## config.mk

```make
export PLATFORM = sky130hd
export DESIGN_NAME = framing_decoding
export DESIGN_NICKNAME = d
export VERILOG_FILES = /design/src/rtl/framing_decoding.sv
export SDC_FILE = /design/constraint.sdc
export NUM_CORES = 1
export LEC_CHECK = 0
export CAP_MARGIN = 20
export CELL_PAD_IN_SITES_DETAIL_PLACEMENT = 2
export CELL_PAD_IN_SITES_GLOBAL_PLACEMENT = 2
export CORE_AREA = 8 8 145 93
export DETAILED_ROUTE_END_ITERATION = 7
export DIE_AREA = 0 0 153 101
export PLACE_DENSITY_LB_ADDON = 0.1
export SLEW_MARGIN = 20
export SYNTH_ARGS = -nofsm -noshare
export SYNTH_HDL_FRONTEND = slang
export SYNTH_SLANG_ARGS = --single-unit
```

## constraint.sdc

```tcl
create_clock -name clk -period 3.4 [get_ports clk]
set_input_delay 0.51 -clock clk [delete_from_list [all_inputs] [get_ports clk]]
set_output_delay 0.51 -clock clk [all_outputs]
set_load 0.01 [all_outputs]
```

## src/rtl/framing_decoding.sv

```systemverilog
// Receive-side deframer: hunts preamble+SFD, de-whitens PHR/PSDU with PN9,
// checks the reflected CRC-16 FCS and emits recovered bytes plus frame status.
module framing_decoding #(
  parameter int unsigned PREAMBLE_BYTES = 4,
  parameter logic [7:0]  SFD            = 8'hA7
) (
  input  logic       clk,
  input  logic       reset_n,
  input  logic       serial_in,
  input  logic       serial_in_valid,
  output logic [7:0] phr_psdu_out,
  output logic       phr_psdu_out_valid,
  output logic       frame_done,
  output logic       crc_ok,
  output logic       frame_error
);

  localparam int unsigned SYNC_W  = 8 * (PREAMBLE_BYTES + 1);
  localparam int unsigned PN_W    = 9;
  localparam int unsigned CRC_W   = 16;
  localparam int unsigned LEN_W   = 7;
  localparam int unsigned BIT_W   = 3;
  localparam int unsigned BYTE_W  = 8;

  localparam logic [SYNC_W-1:0] SYNC_PAT = {SFD, {(SYNC_W-8){1'b0}}};
  localparam logic [PN_W-1:0]   PN_SEED  = 9'h1FF;
  localparam logic [CRC_W-1:0]  CRC_POLY = 16'h8408;
  localparam logic [LEN_W-1:0]  MIN_LEN  = 7'd2;

  typedef enum logic [1:0] {
    S_SEARCH = 2'd0,
    S_PHR    = 2'd1,
    S_PSDU   = 2'd2,
    S_DONE   = 2'd3
  } state_t;

  state_t              state_q, state_d;
  logic [SYNC_W-1:0]   sr_q, sr_d;
  logic [PN_W-1:0]     pn_q, pn_d;
  logic [CRC_W-1:0]    crc_q, crc_d;
  logic [BIT_W-1:0]    bit_cnt_q, bit_cnt_d;
  logic [LEN_W-1:0]    byte_cnt_q, byte_cnt_d;
  logic [BYTE_W-1:0]   byte_sr_q, byte_sr_d;
  logic [BYTE_W-1:0]   out_q, out_d;
  logic                out_valid_q, out_valid_d;
  logic                frame_done_q, frame_done_d;
  logic                crc_ok_q, crc_ok_d;
  logic                frame_error_q, frame_error_d;

  logic                dw_bit_c;
  logic [BYTE_W-1:0]   byte_c;
  logic [SYNC_W-1:0]   sr_shift_c;
  logic [PN_W-1:0]     pn_step_c;
  logic [CRC_W-1:0]    crc_step_c;
  logic                sync_hit_c;
  logic                byte_end_c;
  logic                len_bad_c;
  logic                last_byte_c;

  // Per-bit datapath terms shared by the next-state and output logic
  always_comb begin
    dw_bit_c    = serial_in ^ pn_q[0];
    byte_c      = {dw_bit_c, byte_sr_q[BYTE_W-1:1]};
    sr_shift_c  = {serial_in, sr_q[SYNC_W-1:1]};
    pn_step_c   = {pn_q[0] ^ pn_q[5], pn_q[PN_W-1:1]};
    crc_step_c  = (crc_q >> 1) ^ ((dw_bit_c ^ crc_q[0]) ? CRC_POLY : '0);
    sync_hit_c  = (state_q == S_SEARCH) && serial_in_valid && (sr_shift_c == SYNC_PAT);
    byte_end_c  = serial_in_valid && (bit_cnt_q == 3'd7);
    len_bad_c   = byte_c[LEN_W-1:0] < MIN_LEN;
    last_byte_c = byte_cnt_q == 7'd1;
  end

  // State and datapath registers
  always_ff @(posedge clk or negedge reset_n) begin
    if (!reset_n) begin
      state_q       <= S_SEARCH;
      sr_q          <= '0;
      pn_q          <= '0;
      crc_q         <= '0;
      bit_cnt_q     <= '0;
      byte_cnt_q    <= '0;
      byte_sr_q     <= '0;
      out_q         <= '0;
      out_valid_q   <= 1'b0;
      frame_done_q  <= 1'b0;
      crc_ok_q      <= 1'b0;
      frame_error_q <= 1'b0;
    end else begin
      state_q       <= state_d;
      sr_q          <= sr_d;
      pn_q          <= pn_d;
      crc_q         <= crc_d;
      bit_cnt_q     <= bit_cnt_d;
      byte_cnt_q    <= byte_cnt_d;
      byte_sr_q     <= byte_sr_d;
      out_q         <= out_d;
      out_valid_q   <= out_valid_d;
      frame_done_q  <= frame_done_d;
      crc_ok_q      <= crc_ok_d;
      frame_error_q <= frame_error_d;
    end
  end

  // Next-state logic
  always_comb begin
    state_d = state_q;
    case (state_q)
      S_SEARCH: if (sync_hit_c) state_d = S_PHR;
      S_PHR:    if (byte_end_c) state_d = len_bad_c ? S_SEARCH : S_PSDU;
      S_PSDU:   if (byte_end_c && last_byte_c) state_d = S_DONE;
      S_DONE:   state_d = S_SEARCH;
      default:  state_d = S_SEARCH;
    endcase
  end

  // Datapath and output next values; status outputs are single-cycle pulses
  always_comb begin
    sr_d          = sr_q;
    pn_d          = pn_q;
    crc_d         = crc_q;
    bit_cnt_d     = bit_cnt_q;
    byte_cnt_d    = byte_cnt_q;
    byte_sr_d     = byte_sr_q;
    out_d         = out_q;
    out_valid_d   = 1'b0;
    frame_done_d  = 1'b0;
    crc_ok_d      = 1'b0;
    frame_error_d = 1'b0;

    case (state_q)
      S_SEARCH: begin
        if (serial_in_valid) begin
          sr_d = sr_shift_c;
          if (sync_hit_c) begin
            pn_d      = PN_SEED;
            crc_d     = '0;
            bit_cnt_d = '0;
            byte_sr_d = '0;
          end
        end
      end

      S_PHR: begin
        if (serial_in_valid) begin
          pn_d      = pn_step_c;
          byte_sr_d = byte_c;
          bit_cnt_d = bit_cnt_q + 3'd1;
          if (byte_end_c) begin
            out_d       = byte_c;
            out_valid_d = 1'b1;
            if (len_bad_c) begin
              frame_error_d = 1'b1;
              sr_d          = '0;
            end else begin
              byte_cnt_d = byte_c[LEN_W-1:0];
            end
          end
        end
      end

      S_PSDU: begin
        if (serial_in_valid) begin
          pn_d      = pn_step_c;
          crc_d     = crc_step_c;
          byte_sr_d = byte_c;
          bit_cnt_d = bit_cnt_q + 3'd1;
          if (byte_end_c) begin
            out_d       = byte_c;
            out_valid_d = 1'b1;
            byte_cnt_d  = byte_cnt_q - 7'd1;
          end
        end
      end

      S_DONE: begin
        frame_done_d = 1'b1;
        crc_ok_d     = (crc_q == '0);
        // A bit arriving here already belongs to the next frame's preamble
        sr_d = serial_in_valid ? {serial_in, {(SYNC_W-1){1'b0}}} : '0;
      end

      default: begin
        sr_d = '0;
      end
    endcase
  end

  assign phr_psdu_out       = out_q;
  assign phr_psdu_out_valid = out_valid_q;
  assign frame_done         = frame_done_q;
  assign crc_ok             = crc_ok_q;
  assign frame_error        = frame_error_q;

endmodule
```

======== Word-level counts from Yosys, hierarchy flattened ========
Cells that the tools add are included.
word-level totals
  register bits ........................... 97
  bits of input ports ..................... 4
  output and inout bits ................... 12
  logic and storage cells ................. 95
operators by class
  add/sub/neg operators ................... 2
  order comparisons ....................... 1
  equality and inequality tests ........... 16
  multiplexer cells ....................... 43
  bitwise gates (word level) .............. 4
  reduce and logical (&&, ||, !) cells .... 17
operators by type and width
  cell                                                                   number
  40-bit two-way mux                                                     5
  40-bit case mux with 3 select lines                                    1
  16-bit two-way mux                                                     4
  40-bit equality test, second input constant                            1
  7-bit two-way mux                                                      5
  16-bit case mux with 2 select lines                                    1
  9-bit two-way mux                                                      3
  8-bit two-way mux                                                      3
  2-bit != test, second input constant                                   9
  9-bit case mux with 2 select lines                                     1
  16-bit zero test                                                       1
  8-bit case mux with 2 select lines                                     1
  15-bit by 16-bit XOR with 16-bit output                                1
  7-bit case mux with 2 select lines                                     1
  1-bit two-way mux                                                      9
  3-bit two-way mux                                                      3
  2-bit two-way mux                                                      4
  2-bit case mux with 4 select lines                                     1
  4-bit AND reduction                                                    2
  7-bit by 1-bit equality test with 1-bit output, second input constant  1
  7-bit by 2-bit < comparator with 1-bit output, second input constant   1
  7-bit by 1-bit subtractor with 7-bit output, second input constant     1
  3-bit case mux with 2 select lines                                     1
  3-bit AND reduction                                                    2
  other kinds (13)                                                       21

======== Longest topological paths before layout ========
Gate-level depths: netlist of the first run.
  depth after elaboration ................. 6
  depth in mapped cells ................... 9
  gate-level depth less buffers ........... 7

======== Worst setup path before layout of the first run ========
OpenSTA, ideal clock, no wires.
  path kind ............................... input to register
  from .................................... input port serial_in_valid
  to ...................................... register crc_q[15]
  arrival time ............................ 2023 ps
  data required time ...................... 3275 ps
  slack ................................... 1252 ps
  stages on the path ...................... 7
  buffers on the path ..................... 2
  cells stage by stage .................... buf_2 -> nor4b_2 -> nand3_1 -> o41ai_4 -> and2_1 -> buf_6 -> mux2_2
between the ends
  longest elaborated chain between the ends .. 4
  elaborated cells on any way between the ends .. 6
ends and longest elaborated chain
  element                          RTL line  RTL
  start, declared                  10        input logic serial_in_valid,
  1-bit logical AND (2 in a row)   67        sync_hit_c = (state_q == S_SEARCH) && serial_in_valid && (sr_shift_c == SYNC_PAT);
  2-bit != test (no line)          --
  4-bit AND reduction (no line) *  --
  end signal, assigned             92        crc_q <= crc_d;
  end, declared                    40        logic [CRC_W-1:0] crc_q, crc_d;
Mark *: on every way between the ends. The rest lies on a longest branch, timed or not.
A chain may end at the register's enable or synchronous reset.

======== Worst setup path after layout of the first run ========
  from .................................... register state_q[0]
  to ...................................... register bit_cnt_q[1]
between the ends
  longest elaborated chain between the ends .. 5
  elaborated cells on any way between the ends .. 12
ends and longest elaborated chain
  element                         RTL line  RTL
  start, declared                 37        state_t state_q, state_d;
  start signal, assigned          89        state_q <= state_d;
  2-bit zero test                 67, 130
  1-bit logical AND (2 in a row)  67
  2-bit != test (no line)         --
  4-bit AND reduction (no line)   --
  end signal, assigned            93        bit_cnt_q <= bit_cnt_d;
  end, declared                   41        logic [BIT_W-1:0] bit_cnt_q, bit_cnt_d;
Several ways; a longest one is shown, not always the timed one.

==> run summary, run 1 <==
The post-route setup TNS came out at 0 ps. The number of diodes came out at 0. The post-layout minimum cycle time came out at 2830 ps. The share of synthesized area occupied by flip-flops and latches is 0.516.

The initial utilization of the core area, before any placement, comes to 0.400. The total routed wirelength came out at 13.2 mm. The number of buffers added for setup after CTS is 0.

The setup slack of the worst register-to-register path is ~570 ps. The number of cells traversed by the worst register-to-register path came out at 6. For this run, the leading register cell type out of synthesis is dfrtp_1. Buffers inserted to repair hold after CTS numbered 0. The summed area of non-filler cells in the final layout is 5200 um2. The end of the worst register-to-register path is bit_cnt_q[1].

Counting distinct cell types in the post-synthesis netlist gives 40. The detailed placer's ending HPWL is 9.16 mm. CTS placed an instance of clkbuf_16 at the clock tree root. The total overflow left after global routing is 0. The total count of max-transition violations in the final report came out at 0. The met2 track utilization from global routing is 0.286. The cell type with the largest total area after synthesis is dfrtp_1. Entering global routing, the biggest net connects just under 80 pins. Measured along the y axis, the die boundary spans 101 um. The worst setup path is launched from a flop. The count of flip-flops with a built-in enable after synthesis came out at 0. Across the routed clock network, the largest skew measured is 10.4 ps. The switching power as a share of total power is 0.432.

The longest clock path from root to sink contains 2 buffers. Setup violations remaining at the end of the flow were counted as 0. The global-route wire length before repair came out at between 20 and 25 mm. The number of cells upsized or downsized after cts came out at 0. The synthesis-to-layout area growth came out at 12.9%. The worst path required time is about 3700 ps. The worst setup path is captured at a flop. The part of the power in registers is 0.372. The total number of H-tree levels is 3.

The clock latency of the later-clocked register in the worst-skew pair came out at 350 ps. After filler insertion, the fill cell instance count of the layout stands at 1247. The upper clock frequency limit is about 350 MHz. In the routed design, unresolved DRC markers number 0. The number of global-route vias before repair came out at 4048. In this run the tightest slew margin relative to its limit is 0.449.

The placeable core area is 11500 um2. The fraction of the cycle the final worst path needs is 0.831. The actual transition at the worst max-transition pin came out at 826 ps.

met2 is the most crowded layer. The synthesis warning total is 0. Across the VDD grid, the largest voltage drop is 447 uV. The mapped netlist covers 4600 um2. The all-layer global routing usage came out at 0.183. The number of primary I/O pins is 16.

The flow ran to the end, and the final reports show no timing, DRC or antenna violations. The number of buffers inserted by port buffering came out at 15. The area share of the leading cell type in the synthesized netlist came out at 0.516.

The initial antenna violation count was 0. The number of vias per cell after detailed routing came out at 5.68. Setup repair after global routing left no endpoint under its margin. The final net count came out at 513. The total count of hold-check failures in the final report was 0. Summed over all cells, the static leakage comes to 2.16 nW. The number of buffers inserted during clock tree synthesis is 9. The full die area came out at 15500 um2. The met3 global-route usage is 0.0420. The design internal power is ~0.0027 W.

The die span in x came out at 153 um. The number of maximum-capacitance violations is 0. The setup path with the least slack is of type flop to flop. The net count after synthesis came out at 505. Yosys attributes the largest share of cell area to dfrtp_1 (52%), o21ai_0 (6.4%), inv_1 (5.5%), nand3_1 (5.0%), mux2i_1 (3.3%). The data arrival time of the worst path is 3080 ps. The number of nets with antenna violations after detailed routing is 0. The placed instances occupy a cell area of 4900 um2. The proportion of synthesized flip-flops having asynchronous set or reset came out at 1.00.

The met1 routing resource usage after global routing came out at 0.247. The combinational power share is 0.410. The total number of vias is 3706.

The number of optimization iterations in the first detailed-route pass came out at 6. The routability congestion estimate is between 0.7 and 0.8. The CTS clock-pin slew for the worst setup and hold paths came out at 70 ps. The worst min-delay path category is input port to asynchronous set/reset pin. The number of clock sinks is between 90 and 100. The clock network fraction of design power came out at 0.218. The number of instances in the synthesized netlist came out at about 490. The number of flip-flops and latches in the synthesized netlist came out at 95. The violation count after the first detailed-routing iteration is 138. The fraction of final layout cells with drive strength greater than 1 is 0.0733. The maximum fanout encountered on the critical timing path is 16.

The net switching power came out at around 0.0021 W. In the final routed layout, each cell accounts on average for slightly above 20 um. The end-of-flow core utilization came out at 0.451. A synthesized cell averages 9.36 um2. The number of placement rows is 31. The startpoint identified for the worst register-to-register timing path is state_q[0]. Total power for the finished layout comes to slightly below 0.005 W. TritonCTS built the clock tree.

The total power density per cell area is slightly above 900 nW/um2.
==> synth_stat cells (all sizes together) (2+ instances only) <==
| master | number |
|---|---|
| a21oi | 17 |
| a221o | 3 |
| a2bb2oi | 2 |
| and3 | 4 |
| buf | 11 |
| clkbuf | 16 |
| clkinv | 2 |
| dfrtp | 95 |
| ha | 9 |
| inv | 68 |
| mux2 | 6 |
| mux2i | 15 |
| nand2 | 27 |
| nand2b | 2 |
| nand3 | 46 |
| nand4 | 14 |
| nor2 | 29 |
| nor3 | 10 |
| nor4 | 13 |
| nor4b | 14 |
| o211ai | 8 |
| o21ai | 59 |
| o22ai | 6 |
| xnor2 | 4 |
==> cells in the final DEF, fill, tap and decap left out, types with 2 or more instances in the layout <==
cell type and n:
ha_1 9, nand2b_1 2, mux2_2 6, nand2_1 27, nor2_1 28, a21oi_1 17
inv_6 2, and3_1 4, dfrtp_1 95, nor4b_1 13, nor3_1 10, clkbuf_16 9
buf_4 9, o211ai_1 8, inv_1 68, clkdlybuf4s50_1 14, nor4_1 13, nand4_1 14
xnor2_1 4, clkinv_1 2, a221o_1 3, mux2i_1 15, o22ai_1 6, nand3_1 46
clkinv_2 2, o21ai_0 59
==> power groups by stage <==
stage	logic (W)	registers (W)	clock network, W
finish	0.00198	0.00180	0.00105
global route	0.00220	0.00185	0.00112
CTS	0.00201	0.00180	0.00109
detailed placement	0.00198	0.00181	0
global placement	0.00189	0.00178	0
floorplan	0.00143	0.00169	0
==> stage by stage <==
step           worst slack (ps)  hold WS (ps)  cells
6_report                    575           129    653
5_1_grt                     237           158    653
4_1_cts                     579           144    653
3_5_place_dp                631           462    637
3_3_place_gp                687           466    637
2_1_floorplan              1250           214    492
==> worst max-delay path: stages (launching register included) <==
cell and delay [ps]:
dfrtp_1 420, clkinv_1 300, ha_1 720, inv_1 340
nor2_1 580, o21ai_0 220, o211ai_1 140
==> state kept, by name (all words and copies together) (netlist names), 3 cells and up, named ones only <==
signal	cells
bit_cnt_q	3
byte_cnt_q	7
byte_sr_q	7
crc_q	16
phr_psdu_out	8
pn_q	9
sr_q	39
==> kinds of logic (layout without fill, tap and decap cells) <==
group,after synthesis,count (layout),synth area share
buf+inv,97,110,0.0864
flops,95,95,0.516
xor+xnor,5,5,0.00951
compound gates,101,101,0.130
simple gates,164,164,0.186
mux,21,21,0.0473
fa+ha+maj,9,9,0.0245
==> how the worst max path moves through the flow <==
stage,from,end,slack [ps],depth (start not counted)
floorplan,serial_in_valid,crc_q[15],1250,7
global placement,serial_in_valid,byte_sr_q[7],690,7
detailed placement,serial_in_valid,byte_sr_q[7],630,7
CTS,state_q[0],bit_cnt_q[1],580,6
global route,state_q[0],bit_cnt_q[1],240,6
finish,state_q[0],bit_cnt_q[1],570,6
==> area by class of cell <==
class | count | area, um2 | share of cell area
flip-flops and latches | 95 | 2380 | 0.457
multi-input cells | 300 | 1840 | 0.354
inverters | 70 | 263 | 0.0505
clock buffers | 10 | 239 | 0.0460
repair buffers | 24 | 228 | 0.0438
well taps | 148 | 185 | 0.0356
clock inverters | 6 | 65.1 | 0.0125
==> metal layers <==
metal	wire (um)	part of all wire
met3	551	0.042
met5	0	0
met2	5800	0.44
met1	6660	0.50
met4	196	0.015
(Power assumes the default switching activity.)
==> inputs of run 2 (changes only) <==
--- a/config.mk
+++ b/config.mk
@@ -8,9 +8,9 @@
 export CAP_MARGIN = 20
 export CELL_PAD_IN_SITES_DETAIL_PLACEMENT = 2
 export CELL_PAD_IN_SITES_GLOBAL_PLACEMENT = 2
-export CORE_AREA = 8 8 145 93
+export CORE_AREA = 8 8 158 100
 export DETAILED_ROUTE_END_ITERATION = 7
-export DIE_AREA = 0 0 153 101
+export DIE_AREA = 0 0 166 108
 export PLACE_DENSITY_LB_ADDON = 0.1
 export SLEW_MARGIN = 20
 export SYNTH_ARGS = -nofsm -noshare
==> constraint.sdc (replaced) <==
create_clock -name clk -period 2.4 [get_ports clk]
set_input_delay 0.36 -clock clk [delete_from_list [all_inputs] [get_ports clk]]
set_output_delay 0.36 -clock clk [all_outputs]
set_load 0.01 [all_outputs]
==> run 2 against run 1 <==
Against the previous run: the run now ends with hold timing left; critical path type unchanged; critical endpoint is now byte_sr_q[2]; core utilization is 4.0 points lower; clock-buffer cell count is 2 higher; register-to-register slack worse by 430 ps; hold slack worse by 140 ps; maximum frequency is 25% higher; setup slack worse by 430 ps; flip-flop and latch count stayed put; via count is 0.40% higher; combinational power is 62% higher; highest routed layer unchanged; cell area is 6.1% higher; sequential power is 39% higher; non-clock buffer count is 27 higher.
==> run summary, run 2 (synthesized netlist as in run 1, its figures left out) <==
The flow ran to the end, but the final reports show violations. The final reports fail on hold timing. The number of optimization iterations in the first detailed-route pass came out at 4.

The number of diodes is 0. In this run the critical register-to-register path is launched from sr_q[20]. The part of the power in registers came out at 0.341.

The standard cell area after detailed placement is 5150 um2. The post-detailed-route DRC marker count came out at 0. The routed layout has 3721 vias. The clock passes through at most 2 buffers. Counting tap cells, the placed design contains a total of 690 instances.

The leading cell type in the layout, fill and taps excluded is dfrtp_1. The first global-routing pass estimated 22.6 mm of wire. The number of cells traversed by the worst register-to-register path is 8. The routed wire length per instance is 19.3 um. The total count of max-transition violations in the final report came out at 0. The number of nets with antenna violations after detailed routing came out at 0. The placeable core area came out at 13400 um2. After the first detailed-routing iteration, the DRC count stood at ~190.

More flip-flops sit in one register than any other, and that register is sr_q. The full die area is 17900 um2. The count of buffers added on input and output ports is 15. The final setup violation count is 0. The switching power as a share of total power came out at 0.414. The final global-route overflow total is 0. The setup slack of the worst register-to-register path came out at 140 ps. The CTS clock-pin slew for the worst setup and hold paths is 70 ps. The number of clock sinks is 95.

The analysis attributes to cell leakage a power of 2.32 nW. The post-layout minimum cycle time came out at 2260 ps. The clock latency of the later-clocked register in the worst-skew pair came out at 340 ps. The total power density per cell area came out at 1330 nW/um2. The share of total power dissipated in combinational logic is 0.436. Data arrives at the worst endpoint at 2520 ps.

Using the TritonRoute via totals, the vias-per-cell ratio works out to 5.26. The tightest hold path in the finished design has a slack of -7.25 ps. The die is 166 um wide. The critical path start-end classification is flop to flop. The detailed placer's ending HPWL came out at 9.70 mm. The number of primary I/O pins is 16. The library cell used as clock root buffer is clkbuf_16.

The fraction of the cycle the final worst path needs came out at 0.942. For the pin with the worst max-slew slack, the measured transition is about 570 ps. The clock network fraction of design power came out at 0.223.

The die is 108 um tall. The worst path required time is 2660 ps. The initial antenna violation count was 0. The final layout contains routed wiring with a total length of 13.6 mm. Entering global routing, the biggest net connects 52 pins.

The worst min-delay path category is input port to asynchronous set/reset pin. From synthesis to final layout, the design area changed by 19.9%. The final net count came out at 540. The endpoint identified for the worst register-to-register timing path is byte_sr_q[2]. The maximum fanout encountered on the critical timing path is 15. STA classifies the critical path endpoint as a flop. The number of global-route vias before repair was 4077. The worst-case clock skew came out at around 8.4 ps. The upper clock frequency limit came out at 442 MHz. The number of maximum-capacitance violations came out at 0.

The number of placement rows came out at 33. The total number of H-tree levels is 3. The total count of hold-check failures in the final report came to 1. The filler cells instantiated in the layout total 1467. For this design the total switching power over the nets is 0.00305 W. The congestion estimate from routability-driven global placement came to around 0.76.

The worst setup path is launched from a flop. Setup repair after global routing left no endpoint under its margin. The fraction of final layout cells with drive strength greater than 1 came out at 0.126.

The initial utilization of the core area, before any placement, comes to 0.343. The total of hold buffers inserted after clock tree synthesis is 0. The worst IR drop on VDD came out at 452 uV. The number of buffers inserted during clock tree synthesis came out at 9.

The largest registers in the layout are sr_q x39, crc_q x16, pn_q x9. In the global route stage, overall resource usage came out at 0.157. The number of flip-flops in the largest register is 39. Leaving out fill and tap cells, the most frequent cells in the layout are dfrtp_1 (95), inv_1 (68), o21ai_0 (59), nand3_1 (46), buf_4 (34). Cell internal power was estimated by the tool at 0.00432 W.

TritonCTS built the clock tree. The summed area of non-filler cells in the final layout came out at 5520 um2. The normalized max-slew margin came out at 0.621.

The final non-filler cell total is 707.
## run 2: cell types whose count changed in the layout (fill, tap and decap cells not counted)
| cell | previous run | this run |
|---|---|---|
| nor4b_2 | 1 | 4 |
| bufinv_16 | 1 | 2 |
| buf_4 | 9 | 34 |
| clkinv_4 | 0 | 1 |
| clkbuf_8 | 1 | 3 |
| clkinv_2 | 2 | 0 |
| inv_6 | 2 | 0 |
| nor4b_1 | 13 | 10 |
| buf_12 | 1 | 3 |
## run 2: worst max-delay path by stage
stage / depth (start not counted) / to / start
2_1_floorplan: 9 / byte_cnt_q[4] / state_q[0]
3_3_place_gp: 8 / pn_q[4] / serial_in_valid
5_1_grt: 8 / pn_q[3] / sr_q[20]
4_1_cts: 8 / pn_q[4] / sr_q[20]
6_report: 8 / byte_sr_q[2] / sr_q[20]
3_5_place_dp: 8 / pn_q[4] / serial_in_valid
## run 2: worst max-delay path, stage by stage (launching register included)
cell	delay, ps
dfrtp_1	410
nor4b_2	340
nand4_1	140
buf_4	180
o41ai_4	360
buf_4	230
buf_4	240
nand4_1	160
o211ai_1	120
## run 2: routing by layer
metal  up-vias  track usage  share of wire
met5         -            0              0
met1      1897        0.227           0.54
met3         9       0.0313          0.032
met4         0       0.0362         0.0071
met2        36        0.240           0.42
li1       1779            -              -
## run 2: repair_timing
item,in CTS,in global routing
endpoints found under the setup margin,8,10
buffers inserted,1,0
pin swaps,1,0
gates resized for setup,0,3
## run 2: power by group through the flow
| stage | Combinational [W] | Sequential (W) | Clock (W) |
|---|---|---|---|
| 2_1_floorplan | 0.00203 | 0.00240 | 0 |
| 3_3_place_gp | 0.00307 | 0.00251 | 0 |
| 3_5_place_dp | 0.00321 | 0.00254 | 0 |
| 4_1_cts | 0.00325 | 0.00251 | 0.00169 |
| 5_1_grt | 0.00356 | 0.00258 | 0.00175 |
| 6_report | 0.00321 | 0.00251 | 0.00164 |
## run 2: layout make-up
class                   count  area (um2)  area share
repair buffers             51         455      0.0825
clock inverters             4        76.3      0.0138
flip-flops and latches     95        2380       0.431
multi-input cells         300        1860       0.337
well taps                 175         219      0.0397
clock buffers              12         267      0.0483
inverters                  70         263      0.0476
## run 2: through the flow
step	total power, W	hold slack [ps]	TNS [ps]	util	setup slack (ps)
6_report	0.00737	-7.25	0	0.411	140
5_1_grt	0.00789	26.6	0	0.411	9.24
4_1_cts	0.00745	13.5	0	0.410	13.2
3_5_place_dp	0.00574	390	-392	0.384	-92.2
3_3_place_gp	0.00558	395	-16.8	0.384	-12.2
2_1_floorplan	0.00443	64.4	0	-	283
